===== config.mk =====
export PLATFORM = sky130hd
export DESIGN_NAME = imem_line_responder
export DESIGN_NICKNAME = d
export VERILOG_FILES = /design/src/rtl/imem_line_responder.sv
export SDC_FILE = /design/constraint.sdc
export NUM_CORES = 1
export LEC_CHECK = 0
export CAP_MARGIN = 0
export CORE_MARGIN = 10
export CORE_UTILIZATION = 42
export DETAILED_ROUTE_END_ITERATION = 8
export GPL_TIMING_DRIVEN = 1
export PLACE_DENSITY_LB_ADDON = 0.2
export SLEW_MARGIN = 20
export SYNTH_ARGS = -nofsm -noshare
export SYNTH_HDL_FRONTEND = slang
export SYNTH_SLANG_ARGS = --single-unit
export TNS_END_PERCENT = 10

===== constraint.sdc =====
create_clock -name clk -period 1.97 [get_ports clk]
set_input_delay 0.394 -clock clk [delete_from_list [all_inputs] [get_ports clk]]
set_output_delay 0.394 -clock clk [all_outputs]
set_load 0.01 [all_outputs]

===== src/rtl/imem_line_responder.sv =====
// Instruction-fetch responder: single-line buffer that serves hits combinationally
// and refills on a miss with an Avalon-style pipelined burst. Optional flush via IMEM_FLUSH_EN.
module imem_line_responder #(
    parameter int LINE_WORDS = 4,
    parameter int ADDR_W     = 32
) (
    input  logic                          clk,
    input  logic                          rst,
`ifdef IMEM_FLUSH_EN
    input  logic                          i_flush,
`endif
    input  logic [ADDR_W-1:0]             i_addr,
    output logic [31:0]                   o_instr,
    output logic                          o_p_waitrequest,
    output logic                          m_read,
    output logic [ADDR_W-1:0]             m_address,
    output logic [$clog2(LINE_WORDS):0]   m_burstcount,
    input  logic                          m_waitrequest,
    input  logic [31:0]                   m_readdata,
    input  logic                          m_readdatavalid
);

    localparam int IDX_W = $clog2(LINE_WORDS);
    localparam int TAG_W = ADDR_W - IDX_W - 2;
    localparam int BC_W  = IDX_W + 1;
    localparam logic [IDX_W-1:0] LAST_IDX = IDX_W'(LINE_WORDS - 1);

    typedef enum logic [1:0] {
        ST_IDLE = 2'd0,
        ST_REQ  = 2'd1,
        ST_FILL = 2'd2
    } state_t;

    state_t            state_r;
    state_t            state_next_s;
    logic [31:0]       line_r [LINE_WORDS];
    logic [TAG_W-1:0]  tag_r;
    logic              valid_r;
    logic [IDX_W-1:0]  cnt_r;
    logic              m_read_r;
    logic [ADDR_W-1:0] m_address_r;

    logic [IDX_W-1:0]  word_idx_s;
    logic [TAG_W-1:0]  tag_s;
    logic              hit_s;
    logic              start_s;
    logic              accept_s;
    logic              beat_s;
    logic              last_beat_s;
    logic              flush_idle_s;
    logic              kill_fill_s;
    logic              unused_s;

    assign word_idx_s = i_addr[IDX_W+1:2];
    assign tag_s      = i_addr[ADDR_W-1:IDX_W+2];
    assign unused_s   = ^i_addr[1:0];
    assign hit_s      = valid_r && (tag_s == tag_r) && (state_r == ST_IDLE);

    assign o_p_waitrequest = !hit_s;
    assign o_instr         = hit_s ? line_r[word_idx_s] : 32'h0000_0000;
    assign m_read          = m_read_r;
    assign m_address       = m_address_r;
    assign m_burstcount    = BC_W'(LINE_WORDS);

`ifdef IMEM_FLUSH_EN
    logic flush_pend_r;

    assign flush_idle_s = i_flush && (state_r == ST_IDLE);
    // A flush during a refill still lets the burst finish but must not publish the line.
    assign kill_fill_s  = flush_pend_r || i_flush;

    // Pending-flush flag: set while busy, cleared on return to IDLE.
    always_ff @(posedge clk or negedge rst) begin
        if (!rst) begin
            flush_pend_r <= 1'b0;
        end else if (state_next_s == ST_IDLE) begin
            flush_pend_r <= 1'b0;
        end else if (i_flush && (state_r != ST_IDLE)) begin
            flush_pend_r <= 1'b1;
        end else begin
            flush_pend_r <= flush_pend_r;
        end
    end
`else
    assign flush_idle_s = 1'b0;
    assign kill_fill_s  = 1'b0;
`endif

    // State register.
    always_ff @(posedge clk or negedge rst) begin
        if (!rst) begin
            state_r <= ST_IDLE;
        end else begin
            state_r <= state_next_s;
        end
    end

    // Next-state and per-edge control strobes.
    always_comb begin
        state_next_s = state_r;
        start_s      = 1'b0;
        accept_s     = 1'b0;
        beat_s       = 1'b0;
        last_beat_s  = 1'b0;
        case (state_r)
            ST_IDLE: begin
                if (!hit_s) begin
                    state_next_s = ST_REQ;
                    start_s      = 1'b1;
                end else begin
                    state_next_s = ST_IDLE;
                end
            end
            ST_REQ: begin
                if (!m_waitrequest) begin
                    state_next_s = ST_FILL;
                    accept_s     = 1'b1;
                end else begin
                    state_next_s = ST_REQ;
                end
            end
            ST_FILL: begin
                if (m_readdatavalid) begin
                    beat_s = 1'b1;
                    if (cnt_r == LAST_IDX) begin
                        last_beat_s  = 1'b1;
                        state_next_s = ST_IDLE;
                    end else begin
                        state_next_s = ST_FILL;
                    end
                end else begin
                    state_next_s = ST_FILL;
                end
            end
            default: begin
                state_next_s = ST_IDLE;
            end
        endcase
    end

    // Tag, validity, beat counter and burst request registers.
    always_ff @(posedge clk or negedge rst) begin
        if (!rst) begin
            tag_r       <= '0;
            valid_r     <= 1'b0;
            cnt_r       <= '0;
            m_read_r    <= 1'b0;
            m_address_r <= '0;
        end else begin
            if (start_s) begin
                tag_r       <= tag_s;
                valid_r     <= 1'b0;
                cnt_r       <= '0;
                m_read_r    <= 1'b1;
                m_address_r <= {tag_s, {(IDX_W + 2){1'b0}}};
            end else begin
                if (accept_s) begin
                    m_read_r <= 1'b0;
                end
                if (beat_s) begin
                    cnt_r <= cnt_r + IDX_W'(1);
                end
                if (last_beat_s) begin
                    valid_r <= !kill_fill_s;
                end else if (flush_idle_s) begin
                    valid_r <= 1'b0;
                end
            end
        end
    end

    // Line storage: only beats accepted in FILL write it.
    always_ff @(posedge clk or negedge rst) begin
        if (!rst) begin
            for (int i = 0; i < LINE_WORDS; i++) begin
                line_r[i] <= 32'h0000_0000;
            end
        end else if (beat_s) begin
            line_r[cnt_r] <= m_readdata;
        end
    end

endmodule


# After elaboration in Yosys (flattened, before gate mapping)
# Cells that the tools add are included.
totals:
  ff_bits: 162
  ramBits: 0
  out_inout_bits: 69
  latch_bits: 0
  mem_bits_ro: 0
  n_memories: 0
  elab_cells: 54
  inputBits: 68
classes:
  n_mul: 0
  shifts: 0
  addsub: 1
  reduce_logical: 8
  muxes: 27
  order_cmp: 3
  eq_ne: 4
  n_bitwise: 2
  n_div: 0
ops:
  columns: ["operator", "count"]
  rows:
  - ["128-bit bitwise mux", 1]
  - ["32-bit two-way mux", 4]
  - ["32-bit binary-select mux with 2-bit select", 1]
  - ["32-bit demux with 2-bit select", 1]
  - ["28-bit == test", 1]
  - ["1-bit two-way mux", 14]
  - ["2-bit two-way mux", 5]
  - ["3-bit >= comparator (second input constant)", 2]
  - ["2-bit NOT with 3-bit output", 2]
  - ["2-bit case mux with 3 select lines", 1]
  - ["2-bit nonzero test", 3]
  - ["2-bit == test (second input constant)", 2]
  - ["1-bit logical AND", 3]
  - ["3-bit by 1-bit < comparator with 1-bit output (second input constant)", 1]
  - ["2-bit by 1-bit adder with 2-bit output (second input constant)", 1]
  - ["2-bit by 1-bit == test with 1-bit output (second input constant)", 1]
  - ["2-bit logical NOT", 1]
  - ["1-bit logical NOT", 1]

# Logic depth before layout (Yosys ltp)
# Gate-level depths: netlist (run 1).
logic_depth:
  ltp_word: 6
  depth_mapped: 6

# Worst setup path before layout (run 1)
# OpenSTA, ideal clock, no wires.
synth_timing:
  path_kind: "register to output"
  from: "reg tag_r[2]"
  to: "out o_instr[22]"
  slack_ns: -0.111
  t_arrival_ns: 1.687
  stages_incl_launch_ff: 7
  path_cell_list: "dfrtp_1 > xnor2_1 > nand4_1 > nor4_2 > nand3_1 > buf_2 > nor2b_1"
synth_between:
  elab_chain_len: 4
synth_rtl:
  columns: ["element", "line_no", "source"]
  rows:
  - ["start, declared", "37", "logic [TAG_W-1:0] tag_r;"]
  - ["start signal, assigned", "151", "tag_r <= tag_s;"]
  - ["28-bit == test", "57", "assign hit_s = valid_r && (tag_s == tag_r) && (state_r == ST_IDLE);"]
  - ["1-bit logical AND (2 in series)", "57", null]
  - ["32-bit two-way mux", "60", "assign o_instr = hit_s ? line_r[word_idx_s] : 32'h0000_0000;"]
  - ["end, declared", "13", "output logic [31:0] o_instr,"]
# Every way passes these cells.

# Worst setup path in the final report (run 1)
layout_timing:
  from: "reg tag_r[15]"
  to: "out o_instr[11]"
# The elaborated chain is that of the path after synthesis.

==> impl_summary.txt, run 1 <==
----------------------------------------------------
[Run status]
  Outcome ... complete, but fails checks
  Failing checks ... setup timing

[Detailed routing]
  Post-detailed-route count of antenna-violating nets ... 0
  DRC violation count after routing ... 0
  1st-iter DRT viols ... between 100 and 150
  1st-pass router iterations ... 4
  Total via count after detailed routing ... around 4700
  Detailed-route wire length ... about 18 mm
  Vias/cell ... roughly 5
  Detail-routed net length per standard cell ... about 19 um

[STA]
  Setup slack after layout ... -0.731 ns
  Period utilisation layout ... 1.37
  Setup violations, final ... between 60 and 70
  FMAX ... about 0.37 GHz
  Max Clock Skew ... between 0.008 and 0.009 ns
  Final slew viol count ... 0
  RSZ-0062 raised after global routing ... yes
  Hold Vio Cnt, Final ... 0
  Final critical-path required period ... between 2 and 3 ns

[Layout]
  Final-layout fill cell count ... 1361
  Share of post-route cells with drive strength above 1 ... 0.529
  Cell area after layout ... approximately 0.011 mm2
  Non-Filler Instances ... a little over 900
  Final net count ... about 750
  Ant. Diodes ... 0
  Relative area change from synthesis to final layout ... 38.6%

[Synth]
  Cell count after synthesis ... a little under 500
  Synthesis-stage register bit count ... around 160
  Sequential cell area fraction in the yosys report ... 0.535
  Number of distinct library cell variants in the gate-level netlist after synthesis ... 28
  Most used flip-flop cell after synthesis ... dfrtp_1
  Average cell area after synthesis ... ~15 um2
  Cell types with the highest counts after synthesis ... dfrtp_1 (162), mux2_2 (128), mux4_2 (32), nor2b_1 (32)
  Most area-consuming cells after synthesis ... dfrtp_1 (53%), mux2_2 (19%), mux4_2 (9.5%)
  Synthesized cell area ... around 0.0076 mm2
  Yosys top cell by area ... dfrtp_1
  Area fraction of the dominant cell type after synthesis ... 0.535
  Share of synthesized flip-flops with an asynchronous set or reset ... 1.00
  Number of enable flip-flop cells after synthesis ... 0
  Number of warnings printed during yosys synthesis ... 0
  Most frequent cell after synthesis ... dfrtp_1

[Floorplanning]
  Area of the core ... around 0.018 mm2
  Number of rows in the core area ... just under 50
  Width of the die ... roughly 150 um
  Floorplan die area ... about 0.024 mm2
  I/O pins ... between 100 and 150
  Initial Util ... 0.425
  Die Ht ... between 150 and 200 um

[Global route]
  GRT overflow ... 0
  Wire length of the first global-routing pass ... a little under 30 mm
  Overall Global Routing Usage ... 0.152
  Via count of the first global-routing pass ... 5400
  Largest net degree at the start of global routing ... 55
  Number of antenna violations at the first check in global routing ... 0

[Job]
  Number of max-cap violations ... 0

[Clocking]
  CTS tree ... built
  CTS root buf ... clkbuf_16
  Clock latency of the later-clocked register in the worst-skew pair ... roughly 0.42 ns
  Cts bufs inserted ... 17
  Number of levels the H-tree was split into ... 4
  Clk pin slew, worst setup/hold paths ... around 0.07 ns
  Maximum buffer depth of the clock tree ... 2
  Clock sink total ... about 160

[Critical path]
  Start-to-end type of the worst setup path ... reg -> out
  Required time reported for the critical path endpoint ... between 1.5 and 2 ns
  Data arrival, critical path ... 2.31 ns
  Setup crit start kind ... register
  Endpoint type of the worst setup path ... primary output
  Largest driver fanout on the critical path ... 6

[Place]
  Area post-placement ... between 0.009 and 0.01 mm2
  Number of instances in the placed design ... 876
  DP Worst Slack ... -1.26 ns
  Final Wtd Congestion ... 0.803
  DP HPWL ... between 10 and 15 mm
  Number of port buffers ... 127

[Worst hold path]
  Hold/Removal Path Class ... in -> reg

[Power]
  Leak ... ~4.9 nW
  Post-layout total power ... 13.7 mW
  Power per Cell Area ... approximately 1300 mW/mm2
  Peak supply drop ... around 0.9 mV

----------------------------------------------------
per-layer routing:
metal,vias to the layer above,wire [um],global-route usage,share of wire
met2,96,9090,0.255,0.51
met4,0,219,0.0441,0.012
met1,2469,7600,0.182,0.42
met5,-,0,0,0
li1,2135,-,-,-
met3,17,990,0.0516,0.055
sequential cells by signal (all words and copies together) (netlist names):
name	flops
state_r	2
tag_r	28
cnt_r	2
m_read	1
line_r	128
valid_r	1
worst max-delay path: stages (launching register included):
cell and delay (ns):
dfrtp_1 0.40, xnor2_1 0.17, nand4_1 0.19, nor4_4 0.32
buf_4 0.17, nand3_4 0.08, buf_6 0.17, clkbuf_16 0.16
nor2b_2 0.09, buf_2 0.14
final timing paths:
check,start,to,slack [ns],cells past startpoint
worst max-delay path,tag_r[15],o_instr[11],-0.73,9
worst min register to register,line_r[59],line_r[59],0.50,1
worst min-delay path,i_addr[21],tag_r[17],0.27,2
worst max register to register,tag_r[15],tag_r[15],-0.07,8
max in group asynchronous,rst,line_r[91],0.83,3
min in group asynchronous,rst,line_r[115],0.46,2
placed cells by master (no fill, tap or decap), types with 7 or more instances in the layout:
cell,Yosys,final
dfrtp_1,162,162
conb_1,2,7
nor2b_4,0,16
mux2_2,128,128
mux4_2,32,32
buf_6,3,25
xnor2_1,28,26
mux2_4,28,28
buf_2,19,18
clkdlybuf4s50_1,0,80
nor2b_2,0,15
clkbuf_16,0,18
dlymetal6s2s_1,0,8
buf_12,0,16
buf_4,7,44
layout make-up:
| cell class | count | area, um2 | share of cell area |
|---|---|---|---|
| clock buffer | 23 | 498 | 0.0474 |
| multi-input combinational | 296 | 3550 | 0.338 |
| timing repair buffer | 196 | 1980 | 0.189 |
| clock inverter | 9 | 119 | 0.0113 |
| inverter | 4 | 15.0 | 0.00143 |
| sequential | 162 | 4050 | 0.386 |
| tap | 229 | 287 | 0.0273 |
kinds of logic after synthesis:
group	count (synthesis)	share of synthesized area
multiplexers	188	0.341
AND/OR/NAND/NOR	58	0.0464
other	2	0.000990
XOR/XNOR	28	0.0323
buffers and inverters	38	0.0284
AO/OA/AOI/OAI	11	0.0101
flip-flops	162	0.535
adder cells (fa/ha/maj)	4	0.00660
report_power, final:
group          switching [mW]  internal, mW  leakage [nW]
Combinational            1.65          3.38          2.48
Clock                    1.35          2.05         0.297
Sequential              0.692          4.62          2.09
what timing repair did:
action / 4_1_cts / 5_1_grt
cloned: 0 / 1
gates resized for setup: 157 / 37
endpoints found under the setup margin: 62 / 62
setup buffers: 5 / 4
hold buffers: 1 / 0
pin swaps: 5 / 10
endpoints found under the hold margin: 40 / 0
per-stage QoR:
stage	hold WS, ns	TNS [ns]	util
floorplan	0.0984	-0.912	-
global placement	0.343	-50.70	0.542
detailed placement	0.345	-53.55	0.542
CTS	0.354	-26.19	0.576
global route	0.266	-30.15	0.589
finish	0.273	-24.18	0.589
Note: power is estimated with default switching activity, not from simulation.
==> run 2, diff against run 1 <==
--- a/config.mk
+++ b/config.mk
@@ -9,3 +9,3 @@
 export CORE_MARGIN = 10
-export CORE_UTILIZATION = 42
+export CORE_UTILIZATION = 35
 export DETAILED_ROUTE_END_ITERATION = 8
==> constraint.sdc (replaced) <==
create_clock -name clk -period 1.97 [get_ports clk]
set_input_delay 0.197 -clock clk [delete_from_list [all_inputs] [get_ports clk]]
set_output_delay 0.197 -clock clk [all_outputs]
set_load 0.01 [all_outputs]
==> impl_summary.txt, run 2 (same netlist as run 1, synthesis figures left out) <==
----------------------------------------------------
[Power]
  Peak supply drop ... roughly 0.7 mV
  Fraction of power consumed by the clock network ... 0.252
  Switching power ... roughly 3.6 mW
  Int Pwr ... roughly 10 mW
  Power per Cell Area ... between 1000 and 1500 mW/mm2
  Flop pwr share ... 0.391
  Comb pwr share ... 0.358
  Leak ... 4.61 nW
  Switching fraction of total power ... 0.266

[Layout]
  Ant. Diodes ... 0
  Flip-flop count of the largest register after layout ... about 130
  Area used by sequential logic in the layout ... 0.00405 mm2
  Non-Filler Instances ... 950
  Most flops, register ... line_r
  Final net count ... roughly 730
  Multi-input gate area in the final layout ... 0.00341 mm2
  Highest-count cells in the layout ignoring fill and taps ... dfrtp_1 (162), mux2_2 (128), clkdlybuf4s50_1 (91)
  Top Registers ... line_r (128), tag_r (28)
  Relative area change from synthesis to final layout ... 34.2%
  Share of post-route cells with drive strength above 1 ... 0.486
  Most common library cell in the layout ignoring fill and taps ... dfrtp_1
  Cell area after layout ... just over 0.01 mm2
  Final-layout fill cell count ... between 1500 and 2000

[Critical path]
  Largest driver fanout on the critical path ... 13
  Worst setup slack for register-to-register paths ... 0 ns
  Critical-path cell list ... xnor2_1, nand4_1, nor4_2, buf_4, nand3_4, buf_8, nor2b_2, clkdlybuf4s15_2
  Capturing point of the worst reg2reg path ... tag_r[4]
  Start-to-end type of the worst setup path ... reg -> out
  CP Capture Point ... o_instr[22]
  Slowest library cell on the worst path ... dfrtp_1
  Required time reported for the critical path endpoint ... 1.77 ns
  CP Launch Point ... tag_r[11]
  Delay of the slowest cell on the worst path ... 0.39 ns
  Endpoint type of the worst setup path ... primary output
  Origin of the critical flop-to-flop path ... tag_r[24]
  R2r worst-path depth ... 7
  Data arrival, critical path ... 2.27 ns
  Setup crit start kind ... register

[STA]
  RSZ-0062 raised after global routing ... yes
  Setup slack after layout ... -0.494 ns
  Hold Vio Cnt, Final ... 0
  Total negative slack for setup checks ... -13.59 ns
  Max Clock Skew ... about 0.012 ns
  Final critical-path required period ... between 2 and 2.5 ns
  Setup violations, final ... 34
  Period utilisation layout ... 1.25
  Final slew viol count ... 0
  FMAX ... 0.406 GHz

[Job]
  Number of max-cap violations ... 0

[Clocking]
  Maximum buffer depth of the clock tree ... 2
  Number of levels the H-tree was split into ... 4
  Clk pin slew, worst setup/hold paths ... about 0.070 ns
  Clock sink total ... around 160
  Cts bufs inserted ... 17
  CTS tree ... built
  Clock latency of the later-clocked register in the worst-skew pair ... around 0.42 ns
  CTS root buf ... clkbuf_16
  Post-CTS setup buffer count ... 0

[Global route]
  Number of antenna violations at the first check in global routing ... 0
  Wire length of the first global-routing pass ... about 29 mm
  Overall Global Routing Usage ... 0.130
  GRT overflow ... 0
  Largest net degree at the start of global routing ... 62
  Via count of the first global-routing pass ... roughly 5300

[Floorplanning]
  Width of the die ... approximately 170 um
  Floorplan die area ... 0.0280 mm2
  Die Ht ... ~170 um
  Number of rows in the core area ... 53
  I/O pins ... around 140
  Area of the core ... 0.0212 mm2
  Initial Util ... 0.358

[Detailed routing]
  Detailed-route wire length ... 18.1 mm
  Post-detailed-route count of antenna-violating nets ... 0
  1st-pass router iterations ... 4
  Vias/cell ... 4.80
  1st-iter DRT viols ... around 180
  DRC violation count after routing ... 0
  Total via count after detailed routing ... about 4600
  Detail-routed net length per standard cell ... between 15 and 20 um

[Worst hold path]
  Hold/Removal Path Class ... in -> async

[Place]
  Number of port buffers ... 127
  Number of instances in the placed design ... slightly above 900
  DP HPWL ... between 10 and 15 mm
  Area post-placement ... 0.00959 mm2
  Final Wtd Congestion ... 0.771
  DP Worst Slack ... -0.847 ns

[Run status]
  Outcome ... complete, but fails checks
  Failing checks ... setup timing

----------------------------------------------------
-- run 2: cell type report --
cell class / instances / share of cell area
clock buffers: 22 / 0.0456
flip-flops and latches: 162 / 0.398
multi-input cells: 296 / 0.335
well taps: 275 / 0.0338
repair buffers: 181 / 0.171
inverters: 4 / 0.00148
clock inverters: 10 / 0.0145
-- run 2: per-layer routing --
metal,part of all wire,global-route usage,wire (um)
met1,0.43,0.159,7830
met2,0.50,0.213,9060
met3,0.062,0.0499,1120
met4,0.0061,0.0261,110
met5,0,0,0
-- run 2: how the worst min path moves through the flow --
stage          startpoint          end  slack (ns)  cells past startpoint
4_1_cts               rst  line_r[109]        0.26                      2
3_3_place_gp          rst   line_r[13]        0.12                      1
5_1_grt               rst  line_r[109]        0.28                      2
2_1_floorplan         rst     cnt_r[0]        -0.1                      0
3_5_place_dp          rst  line_r[109]        0.13                      1
6_report              rst  line_r[109]        0.26                      2
-- run 2: repair_timing --
| action | in CTS | in global routing |
|---|---|---|
| pin swaps | 1 | 6 |
| endpoints found under the hold margin | 36 | 0 |
| hold buffers | 1 | 0 |
| gates resized for setup | 123 | 14 |
| endpoints found under the setup margin | 62 | 63 |
-- run 2: worst max-delay path, delay by kind of cell, from the launching register on --
family / cells / cell delay [ns]
XOR/XNOR: 1 / 0.16
buffers and inverters: 3 / 0.60
flip-flops: 1 / 0.39
AND/OR/NAND/NOR: 4 / 0.71
-- run 2: metrics by stage --
stage	utilization	total power [mW]	hold slack, ns
after global placement	0.453	10.1	0.119
after CTS	0.480	13.8	0.259
final	0.481	13.6	0.257
after global routing	0.481	14.4	0.276
after detailed placement	0.453	10.3	0.131
after floorplan	-	8.21	-0.0986
-- run 2: power by group through the flow --
stage                     Sequential, mW  Clock (mW)  Combinational [mW]
after floorplan                     5.37           0                2.84
after global routing                5.46        3.68                5.25
after global placement              5.27           0                4.79
after detailed placement            5.36           0                4.91
final                               5.31        3.42                4.86
after CTS                           5.32        3.53                4.94
